===== src/rtl/seq_detect_pkg.sv =====
// Shared defaults and helpers for the programmable sequence detector.
package seq_detect_pkg;

  localparam int MAX_LEN_DEF = 8;
  localparam int CNT_W_DEF   = 8;

  // Legacy sync word, kept here so benches and framing logic agree on it.
  localparam logic [3:0] SEQ_1010 = 4'b1010;

  // Map a requested pattern length onto the legal range 1..max_len.
  function automatic int clamp_len(input int cfg_len, input int max_len);
    if (cfg_len == 0)      return 1;
    if (cfg_len > max_len) return max_len;
    return cfg_len;
  endfunction

endpackage


===== src/rtl/seq_detect_param_sat_counter.sv =====
// Saturating up-counter with synchronous clear; clear has priority over inc.
module sat_counter #(
  parameter int W = 8
) (
  input  logic         clk,
  input  logic         rst_n,
  input  logic         clr,
  input  logic         inc,
  output logic [W-1:0] q
);

  logic [W-1:0] cnt_q, cnt_d;

  // Next count: clear, else increment unless already at all-ones.
  always_comb begin
    cnt_d = cnt_q;
    if (clr)                     cnt_d = '0;
    else if (inc && !(&cnt_q))   cnt_d = cnt_q + 1'b1;
  end

  // Count register.
  always_ff @(posedge clk or negedge rst_n) begin
    if (!rst_n) cnt_q <= '0;
    else        cnt_q <= cnt_d;
  end

  assign q = cnt_q;

endmodule


===== src/rtl/seq_detect_param.sv =====
// Run-time programmable serial sequence detector (overlap/non-overlap,
// Mealy/Moore output) with a saturating match counter.
module seq_detect_param
  import seq_detect_pkg::*;
#(
  parameter int MAX_LEN = MAX_LEN_DEF,
  parameter int CNT_W   = CNT_W_DEF,
  parameter int LEN_W   = $clog2(MAX_LEN + 1)
) (
  input  logic               clk,
  input  logic               rst_n,
  input  logic               cfg_load,
  input  logic [MAX_LEN-1:0] cfg_pattern,
  input  logic [LEN_W-1:0]   cfg_len,
  input  logic               cfg_overlap,
  input  logic               cfg_moore,
  input  logic               in_valid,
  input  logic               x,
  output logic               match,
  output logic [CNT_W-1:0]   match_count
);

  localparam logic [LEN_W-1:0] MAX_LEN_L = LEN_W'(MAX_LEN);

  logic [MAX_LEN-1:0] pat_q, pat_d;
  logic [LEN_W-1:0]   len_q, len_d;
  logic               overlap_q, overlap_d;
  logic               moore_q, moore_d;
  logic [MAX_LEN-1:0] hist_q, hist_d;
  logic [LEN_W-1:0]   fill_q, fill_d;
  logic               match_r_q, match_r_d;

  logic               accept;
  logic [MAX_LEN-1:0] hist_n;
  logic [LEN_W-1:0]   fill_n;
  logic [MAX_LEN-1:0] len_mask;
  logic               hit;

  // Selects the low len_q bits of history/pattern for the compare.
  always_comb begin
    len_mask = '0;
    for (int i = 0; i < MAX_LEN; i++) len_mask[i] = (i < int'(len_q));
  end

  // Candidate history and hit detection; a load cycle never accepts a bit,
  // and hit is held low while in reset so match stays 0.
  always_comb begin
    accept = in_valid & ~cfg_load;
    hist_n = {hist_q[MAX_LEN-2:0], x};
    fill_n = (fill_q == MAX_LEN_L) ? fill_q : fill_q + 1'b1;
    hit    = rst_n & accept & (fill_n >= len_q) &
             ((hist_n & len_mask) == (pat_q & len_mask));
  end

  // Next-state: config latch on load, history/fill advance on accepted bits.
  always_comb begin
    pat_d     = pat_q;
    len_d     = len_q;
    overlap_d = overlap_q;
    moore_d   = moore_q;
    hist_d    = hist_q;
    fill_d    = fill_q;
    match_r_d = hit;
    if (cfg_load) begin
      pat_d     = cfg_pattern;
      len_d     = LEN_W'(clamp_len(int'(cfg_len), MAX_LEN));
      overlap_d = cfg_overlap;
      moore_d   = cfg_moore;
      hist_d    = '0;
      fill_d    = '0;
      match_r_d = 1'b0;
    end else if (accept) begin
      hist_d = hist_n;
      // Non-overlapping: force a full refill before the next hit can fire.
      fill_d = (hit && !overlap_q) ? '0 : fill_n;
    end
  end

  // State registers.
  always_ff @(posedge clk or negedge rst_n) begin
    if (!rst_n) begin
      pat_q     <= '0;
      len_q     <= LEN_W'(1);
      overlap_q <= 1'b1;
      moore_q   <= 1'b0;
      hist_q    <= '0;
      fill_q    <= '0;
      match_r_q <= 1'b0;
    end else begin
      pat_q     <= pat_d;
      len_q     <= len_d;
      overlap_q <= overlap_d;
      moore_q   <= moore_d;
      hist_q    <= hist_d;
      fill_q    <= fill_d;
      match_r_q <= match_r_d;
    end
  end

  // Output mux; a load cycle masks a stale Moore pulse as well.
  always_comb begin
    match = 1'b0;
    if (rst_n && !cfg_load) match = moore_q ? match_r_q : hit;
  end

  sat_counter #(.W(CNT_W)) u_cnt (
    .clk   (clk),
    .rst_n (rst_n),
    .clr   (cfg_load),
    .inc   (hit),
    .q     (match_count)
  );

endmodule


===== config.mk =====
export PLATFORM = sky130hd
export DESIGN_NAME = seq_detect_param
export DESIGN_NICKNAME = d
export VERILOG_FILES = /design/src/rtl/seq_detect_pkg.sv /design/src/rtl/seq_detect_param_sat_counter.sv /design/src/rtl/seq_detect_param.sv
export SDC_FILE = /design/constraint.sdc
export NUM_CORES = 1
export LEC_CHECK = 0
export ABC_AREA = 1
export CAP_MARGIN = 20
export CORE_MARGIN = 2
export CORE_UTILIZATION = 48
export CTS_CLUSTER_DIAMETER = 200
export DETAILED_ROUTE_END_ITERATION = 7
export PLACE_DENSITY = 0.71
export SYNTH_ARGS = -nofsm -noshare
export SYNTH_HDL_FRONTEND = slang
export SYNTH_SLANG_ARGS = --single-unit

===== constraint.sdc =====
create_clock -name clk -period 7.96 [get_ports clk]
set_clock_uncertainty 0.1 [all_clocks]
set_input_delay 1.99 -clock clk [delete_from_list [all_inputs] [get_ports clk]]
set_output_delay 1.99 -clock clk [all_outputs]
set_load 0.02 [all_outputs]

==> flow_summary.yaml, run 1 <==
sta:
  rsz0062_at_grt: "no"
  finalSetupViolCount: 0
  finalHoldViolations: 0
  slew_headroom_pct: 71.7
  period_minus_slack_ns: 6.52
  fin_hold_ws_ns: 0.401
  period_share_pct: 82.0
  drv_slew: 0
  worst_pin_slew_ns: 0.425
  fin_tns_setup_ns: 0
  fmax_ghz: 0.153
grt:
  grt_pass1_vias: 1407
  antenna_found_initial: 0
  grt_pass1_wl_um: 6180
  grt_usage_pct: 18.3
  grt_max_degree: 36
  grt_overflow: 0
routing:
  avgViaCountPerCell: 4.87
  avgRoutedWirePerCell_um: 11.4
  drt-pass1-iter-count: 4
  vias: 1598
  dr.first_iter.drc_count: 116
  wirelength_um: 3740
  drc: 0
  antenna_left: 0
floorplan:
  die_x_um: 67.7
  core-area_mm2: 0.00394
  dieHeight_um: 67.7
  start_util_pct: 49.4
  die-area_mm2: 0.00458
  num_rows: 23
  io_pins: 28
power:
  pwr-share-comb_pct: 16.3
  max-vdd-ir-drop_mv: 0.125
  p_int_uw: 267
  power_switching_uw: 96.7
  power_density_mw_per_mm2: 154
  clkPwrFrac_pct: 32.3
  seqPwrFrac_pct: 51.4
  p_leak_nw: 1.23
  p_sw_share_pct: 26.6
  total_power_uw: 364
critical_path:
  crit_type: "primary input to output pin"
  cp_data_arrival_time_ns: 4.43
  cp_max_fo: 23
  crit_path_end_kind: "output pin"
  path_common_cell: "nand2_4"
  critPathSlowestCell: "clkdlybuf4s50_1"
  cp_cell_sequence: "clkdlybuf4s50_1 > buf_4 > inv_2 > nand2_4 > nor2_2 > nand2_4 > nor2_8 > nand2_4 > nor2_8 > nor2_1 > nor2_1 > clkdlybuf4s50_1"
  cp.required_ns: 5.87
  cpPeakStageDelay_ns: 0.62
  cp-start-kind: "primary input"
cts:
  cts_buffer_depth: 2
  cts_sinks: 34
  hold_buffers: 0
  post_cts_resized: 0
  cts_tree: "yes"
  clk_pin_slew_ns: 0.06
  cts_buffers: 5
  cts_root_buf: "clkbuf_8"
  post_cts_buffers: 0
  clk-insertion-delay-late_ns: 0.28
  htreeDepth: 2
place:
  portBuffers: 27
  gp_congestion: 0.828
  hpwlAfterDp_um: 2770
  placed_area_mm2: 0.00228
layout:
  final_common_cell: "nand2_1"
  seqCellArea_um2: 853
  n_fill_cell: 372
  multi_input_area_um2: 926
  design_area_mm2: 0.00236
  layout_common_cells: "69 x nand2_1, 37 x inv_1, 32 x dfrtp_1"
  area_growth_syn_to_layout_pct: 21.1
  nNetsFinal: 303
  final_layout_size_suffix_gt1_share_pct: 9.71
  n_antenna_cell: 0
  fin_util_pct: 59.8
synthesis:
  ys_seq_area_share_pct: 43.8
  ys_ff_latch: 34
  postSynthCellCount: 245
  synthDistinctLibCells: 25
  syn_avg_cell_area_um2: 7.95
  yosysWarningCount: 0
  syn-num-nets: 271
  syn-cell-area_mm2: 0.00195
run:
  drv_cap: 0
run_status:
  status: "finished, final reports clean"
worst_hold_path:
  hold_path.class: "flop to flop"
[critical path: cells and delay by family]
kind          cells  cell delay [ns]
buf+inv           4             1.53
simple gates      8             0.91
[registers in the layout, indices dropped and copies added (netlist names)]
name,count
fill_q,4
hist_q,7
len_q,4
match_r_q,1
moore_q,1
overlap_q,1
pat_q,8
u_cnt.q,8
[cell type report]
class                           instances  area share [%]
Multi-Input combinational cell        167            39.3
Sequential cell                        34            36.2
Timing Repair Buffer                   29            12.1
Inverter                               40            6.37
Clock buffer                            8            3.40
Tap cell                               50            2.65
[stage by stage]
step / std cells / worst slack, ns
2_1_floorplan: 245 / 2.88
3_3_place_gp: 320 / 1.46
3_5_place_dp: 320 / 1.43
4_1_cts: 328 / 1.42
5_1_grt: 328 / 1.26
6_report: 328 / 1.44
[synthesized netlist by cell type]
cell,count,area [um^2]
o211ai_1,1,7.51
nand2_2,4,25.0
nand3_1,23,115
dfrtp_1,32,801
xnor2_1,2,17.5
nand3b_1,1,7.51
nand3_2,1,10.0
nor2_4,1,11.3
nand2_4,3,33.8
xor2_1,7,61.3
clkbuf_1,2,7.51
nand2_1,69,259
nand4_1,9,56.3
nand4_2,1,12.5
buf_2,2,10.0
o21ai_0,10,50.1
inv_2,3,11.3
inv_1,37,139
a21oi_1,3,15.0
o22ai_1,9,56.3
ha_1,7,87.6
nor2_1,11,41.3
dfstp_2,2,52.6
nor2_2,3,18.8
nor2_8,2,40.0
[cell families (layout without fill, tap and decap cells)]
kind of cell / Yosys count / after routing / share of synthesized area, %
AND/OR/NAND/NOR: 128 / 128 / 32.4
XOR/XNOR: 9 / 9 / 4.05
AO/OA/AOI/OAI: 23 / 23 / 6.62
adder cells (fa/ha/maj): 7 / 7 / 4.50
buffers and inverters: 44 / 77 / 8.61
flip-flops: 34 / 34 / 43.8
[routing by layer]
layer  GRT usage [%]  wire [um]  up-vias
met5               0          0        -
li1                -          -      847
met1            25.8       1900      717
met3            3.83        137        6
met2            26.6       1640       28
met4            8.93         61        0
[final timing paths]
check | from | to | slack, ns | cells past startpoint
hold reg to reg | pat_q[6] | pat_q[6] | 0.40 | 2
setup reg to reg | fill_q[0] | u_cnt.q[3] | 5.62 | 13
hold / removal | pat_q[6] | pat_q[6] | 0.40 | 2
min in group asynchronous | rst_n | hist_q[1] | 2.07 | 2
max in group asynchronous | rst_n | overlap_q | 5.36 | 2
setup / recovery | cfg_load | match | 1.44 | 12
[power by group through the flow]
stage          Combinational [mW]  Clock [mW]  Sequential (mW)
2_1_floorplan              0.0385           0            0.189
3_3_place_gp               0.0587           0            0.190
3_5_place_dp               0.0597           0            0.190
4_1_cts                    0.0602       0.121            0.187
5_1_grt                    0.0679       0.129            0.188
6_report                   0.0592       0.118            0.187
(Power assumes the default switching activity.)
==> inputs of run 2 (changes only) <==
- PLACE_DENSITY: 0.71 -> 0.74
- clock period: 7.96 -> 5.4 ns (I/O delays scaled with it)
==> run 2 against run 1 <==
- via count grew 1.8%
- non-clock buffer count grew 1
- critical path depth shrank 2
- total power grew 52%
- sequential power grew 48%
- wire length grew 6.0%
- worst hold slack gained 0.0027 ns
- critical endpoint unchanged
- largest cell class unchanged
==> flow_summary.yaml, run 2 (synthesized netlist as in run 1, its figures left out) <==
grt:
  grt_pass1_vias: 1495
  gr-usage-met2_pct: 32.2
  busiest_layer: "met2"
  grt.met3_usage_pct: 5.50
  grt_util_met1_pct: 26.6
  grt_overflow: 0
  grt_max_degree: 36
  grt_usage_pct: 20.4
  antenna_found_initial: 0
  grt_pass1_wl_um: 6810
worst_hold_path:
  worstHoldStart: "pat_q[3]"
  hold_path.class: "flop to flop"
layout:
  seqCellArea_um2: 853
  multi_input_area_um2: 926
  fin_util_pct: 60.3
  layout_common_cells: "69 x nand2_1, 37 x inv_1, 32 x dfrtp_1"
  nNetsFinal: 304
  n_antenna_cell: 0
  final_layout_size_suffix_gt1_share_pct: 10.8
  n_fill_cell: 356
  fin_cells: 329
  final_common_cell: "nand2_1"
  area_growth_syn_to_layout_pct: 22.0
run_status:
  status: "finished, final reports clean"
critical_path:
  path_common_cell: "nand2_4"
  cp-start-kind: "primary input"
  worst-path-buf-inv: 2
  cp_cell_sequence: "clkdlybuf4s50_1 > nand2_4 > nor2_2 > nand2_4 > nor2_8 > nand2_4 > nor2_8 > nor2_1 > nor2_1 > clkdlybuf4s50_1"
  crit_path_end_kind: "output pin"
  cp_data_arrival_time_ns: 3.30
  startpoint: "in_valid"
  rr_startpoint: "fill_q[0]"
  cp_max_fo: 10
  critPathSlowestCell: "clkdlybuf4s50_1"
  crit_type: "primary input to output pin"
  cpPeakStageDelay_ns: 0.60
  path_delay_family: "buffers and inverters"
  cp.required_ns: 3.95
cts:
  cts_buffer_depth: 2
  hold_buffers: 0
  clk_pin_slew_ns: 0.07
  post_cts_buffers: 0
  post_cts_resized: 0
  cts_sinks: 34
  cts_buffers: 5
  cts_root_buf: "clkbuf_8"
  cts_tree: "yes"
  htreeDepth: 2
  clk-insertion-delay-late_ns: 0.28
routing:
  vias: 1627
  wirelength_um: 3960
  dr.first_iter.drc_count: 95
  drt-pass1-iter-count: 4
  drc: 0
  avgViaCountPerCell: 4.95
  antenna_left: 0
  avgRoutedWirePerCell_um: 12.0
floorplan:
  die-area_mm2: 0.00458
  start_util_pct: 49.4
  die_x_um: 67.7
  io_pins: 28
  dieHeight_um: 67.7
  core-area_mm2: 0.00394
  num_rows: 23
sta:
  worst_pin_slew_ns: 0.434
  slew_headroom_pct: 71.1
  period_share_pct: 88.0
  finalSetupViolCount: 0
  fin_tns_setup_ns: 0
  fmax_ghz: 0.211
  period_minus_slack_ns: 4.75
  drv_slew: 0
  finalHoldViolations: 0
  setup_slack_ns: 0.651
  rsz0062_at_grt: "no"
run:
  drv_cap: 0
place:
  gp_congestion: 0.807
  hpwlAfterDp_um: 2950
  portBuffers: 27
  pre_cts_slack_ns: 0.644
  dp_cells: 321
power:
  p_leak_nw: 1.24
  power_density_mw_per_mm2: 233
  max-vdd-ir-drop_mv: 0.187
-- run 2: cell count changes in the layout (fill, tap and decap cells not counted), sizes merged --
cell,change
clkbuf,-1
clkinv,+1
buf,+1
-- run 2: metal layers --
layer  up-vias  wire, um
li1        849         -
met2        22      1910
met4         0        71
met1       751      1850
met3         5       128
met5         -         0
-- run 2: worst reg2reg max path, cell delays in order, from the launching register on --
cell	delay (ns)
dfrtp_1	0.41
inv_1	0.10
ha_1	0.16
nand2_1	0.06
nand3_1	0.06
o21ai_0	0.13
ha_1	0.31
nand2_1	0.06
nor2_1	0.13
nand3b_1	0.14
nand3_1	0.18
nor2_8	0.22
nand4_1	0.11
nand2_1	0.08
-- run 2: final cells by class --
class	instances	area share, %
multi-input combinational	167	39.0
sequential	34	35.9
timing repair buffer	30	12.3
inverter	40	6.32
clock buffer	7	3.63
tap	50	2.63
clock inverter	1	0.211
-- run 2: worst paths after layout --
path                              end  slack [ns]  cells after the start
setup / recovery                match        0.65                     10
hold / removal               pat_q[3]        0.40                      2
setup reg to reg           u_cnt.q[2]        3.07                     13
hold reg to reg              pat_q[3]        0.40                      2
max in group asynchronous   overlap_q        3.45                      2
min in group asynchronous   hist_q[1]        1.41                      2
-- run 2: power breakdown --
group / switching, mW / internal (mW)
Sequential: 0.00918 / 0.267
Clock: 0.0862 / 0.103
Combinational: 0.0527 / 0.0357
Total: 0.148 / 0.406
-- run 2: stage by stage --
stage	cell area [um^2]	total power, mW	hold slack (ns)
final	2380	0.554	0.403
after global routing	2380	0.587	0.431
after CTS	2380	0.559	0.404
after detailed placement	2280	0.370	0.387
after global placement	2280	0.367	0.381
after floorplan	1950	0.335	0.360
==> inputs of run 3 (changes only) <==
- ABC_AREA: 1 -> default
==> run 3 against run 2 <==
- cell count fell by 22%
- synthesized cell count fell by 27%
- final area fell by 3.3%
- maximum frequency fell by 5.2%
- combinational power fell by 6.4%
- sequential power rose by 2%
- utilization rose by 2.0 points
- critical endpoint unchanged
- critical path type unchanged
- sequential share of layout area rose by 1.2 points
- first-iteration DRC count fell by 44%
- setup slack got worse by 0.26 ns
- global-route usage rose by 0.15 points
==> flow_summary.yaml, run 3 <==
run_status:
  status: "finished, final reports clean"
floorplan:
  die-area_mm2: 0.00440
  num_rows: 22
  core-area_mm2: 0.00369
  start_util_pct: 50.6
  die_x_um: 66.4
  dieHeight_um: 66.4
  io_pins: 28
cts:
  post_cts_resized: 0
  hold_buffers: 0
  clk-insertion-delay-late_ns: 0.28
  cts_tree: "yes"
  cts_buffer_depth: 2
  cts_buffers: 5
  cts_root_buf: "clkbuf_8"
  clk_pin_slew_ns: 0.07
  post_cts_buffers: 0
  cts_sinks: 34
  htreeDepth: 2
worst_hold_path:
  worstHoldStart: "len_q[0]"
  hold_depth: 2
  hold_path.class: "flop to flop"
  holdPathEnd: "len_q[0]"
sta:
  worst_pin_slew_ns: 0.473
  rsz0062_at_grt: "no"
  fin_hold_ws_ns: 0.422
  drv_slew: 0
  finalSetupViolCount: 0
  fin_tns_setup_ns: 0
  fmax_ghz: 0.200
  finalHoldViolations: 0
  period_share_pct: 92.8
  slew_headroom_pct: 68.2
  period_minus_slack_ns: 5.01
power:
  max-vdd-ir-drop_mv: 0.208
  clkPwrFrac_pct: 38.3
  pwr-share-comb_pct: 14.0
  power_switching_uw: 145
  seqPwrFrac_pct: 47.7
  p_leak_nw: 1.03
  p_int_uw: 445
  power_density_mw_per_mm2: 256
  p_sw_share_pct: 24.5
  total_power_uw: 590
place:
  portBuffers: 27
  gp_congestion: 0.821
  hpwlAfterDp_um: 2860
  dp_cells: 250
routing:
  avgRoutedWirePerCell_um: 15.0
  wirelength_um: 3860
  dr.first_iter.drc_count: 53
  drt-pass1-iter-count: 4
  antenna_left: 0
  avgViaCountPerCell: 5.58
  drc: 0
  vias: 1439
synthesis:
  syn-num-nets: 205
  synthArstFlopShare_pct: 100
  synth.most_common_cell: "dfrtp_1"
  syn_avg_cell_area_um2: 10.4
  ys_ff_latch: 34
  synth_edf_count: 0
  synthDistinctLibCells: 44
  syn-cell-area_mm2: 0.00187
  yosysWarningCount: 0
  ys_seq_area_share_pct: 45.7
  synth_area_leaders: "dfrtp_1 43%, mux2_2 6.6%, mux2i_1 5.4%, ha_1 4.7%, nor2_1 3.8%"
  postSynthCellCount: 179
  yosys.area.top_type: "dfrtp_1"
  yosys.area.top_type_share_pct: 42.9
  ys_top_cells_by_count: "32 x dfrtp_1, 19 x nor2_1, 15 x nand2_1"
  ys.flop_type: "dfrtp_1"
layout:
  fin_util_pct: 62.3
  n_fill_cell: 320
  nNetsFinal: 235
  layout_common_cells: "32 x dfrtp_1, 27 x clkdlybuf4s50_1, 19 x nor2_1"
  final_layout_size_suffix_gt1_share_pct: 13.8
  n_antenna_cell: 0
  final_common_cell: "dfrtp_1"
  fin_cells: 258
  area_growth_syn_to_layout_pct: 23.1
critical_path:
  cp.required_ns: 3.95
  cp_max_fo: 2
  cp_data_arrival_time_ns: 3.56
  rr_startpoint: "fill_q[0]"
  crit_type: "primary input to output pin"
  crit_path_end_kind: "output pin"
  r2r_end: "fill_q[0]"
  startpoint: "x"
  r2r_slack_ns: 2.62
  reg2regPathDepth: 11
  cp-start-kind: "primary input"
grt:
  grt_usage_pct: 20.5
  gr-usage-met2_pct: 35.9
  grt_pass1_vias: 1465
  grt_pass1_wl_um: 6800
  antenna_found_initial: 0
  grt_overflow: 0
  grt_util_met1_pct: 25.4
  busiest_layer: "met2"
  grt.met3_usage_pct: 3.58
  grt_max_degree: 38
run:
  drv_cap: 0
run 3: cell types whose count changed after synthesis, sizes merged, moves of 6 or more:
cell / delta
nand4: -6
nand2: -61
o22ai: -7
mux2: +14
nand3: -18
inv: -34
mux2i: +10
o21ai: -8
run 3: worst max path at each step:
stage / end / slack [ns] / depth (start not counted)
6_report: match / 0.39 / 7
5_1_grt: match / 0.25 / 7
4_1_cts: match / 0.39 / 7
3_5_place_dp: match / 0.38 / 7
3_3_place_gp: match / 0.40 / 7
2_1_floorplan: match / 1.29 / 6
run 3: routing by layer:
metal	vias to the layer above	part of all wire [%]	wire, um
met5	-	0	0
met1	692	43	1680
met3	5	4.5	173
li1	710	-	-
met4	0	1.4	53
met2	32	51	1960
run 3: cell families (layout without fill, tap and decap cells):
family | count (synthesis) | in the layout | synth area share, %
compound gates | 25 | 25 | 10.7
xor+xnor | 10 | 10 | 4.69
buf+inv | 15 | 46 | 3.42
simple gates | 64 | 64 | 17.0
flops | 34 | 34 | 45.7
fa+ha+maj | 7 | 7 | 4.69
mux | 24 | 24 | 13.8
run 3: critical path: stages:
cell             delay, ns
clkdlybuf4s50_1       0.43
xor2_1                0.17
a222oi_1              0.45
o211ai_2              0.18
nor3_1                0.21
o211a_1               0.17
clkdlybuf4s50_1       0.60
run 3: power groups by stage:
stage	clock network (mW)	registers [mW]	logic, mW
3_5_place_dp	0	0.286	0.0825
4_1_cts	0.232	0.281	0.0833
2_1_floorplan	0	0.281	0.0539
5_1_grt	0.247	0.284	0.0922
6_report	0.226	0.281	0.0827
3_3_place_gp	0	0.285	0.0783
run 3: cell type report:
class / count / area [um^2] / share of cell area (%)
Inverter: 7 / 26.3 / 1.14
Sequential cell: 34 / 853 / 37.1
Tap cell: 48 / 60.1 / 2.61
Clock buffer: 5 / 68.8 / 2.99
Multi-Input combinational cell: 130 / 950 / 41.3
Timing Repair Buffer: 31 / 300 / 13.1
Clock inverter: 3 / 40.0 / 1.74
run 3: stage by stage:
step                setup WS, ns  instance area [um^2]
detailed placement         0.378                  2190
global route               0.246                  2300
floorplan                   1.29                  1870
CTS                        0.391                  2300
global placement           0.398                  2190
finish                     0.389                  2300
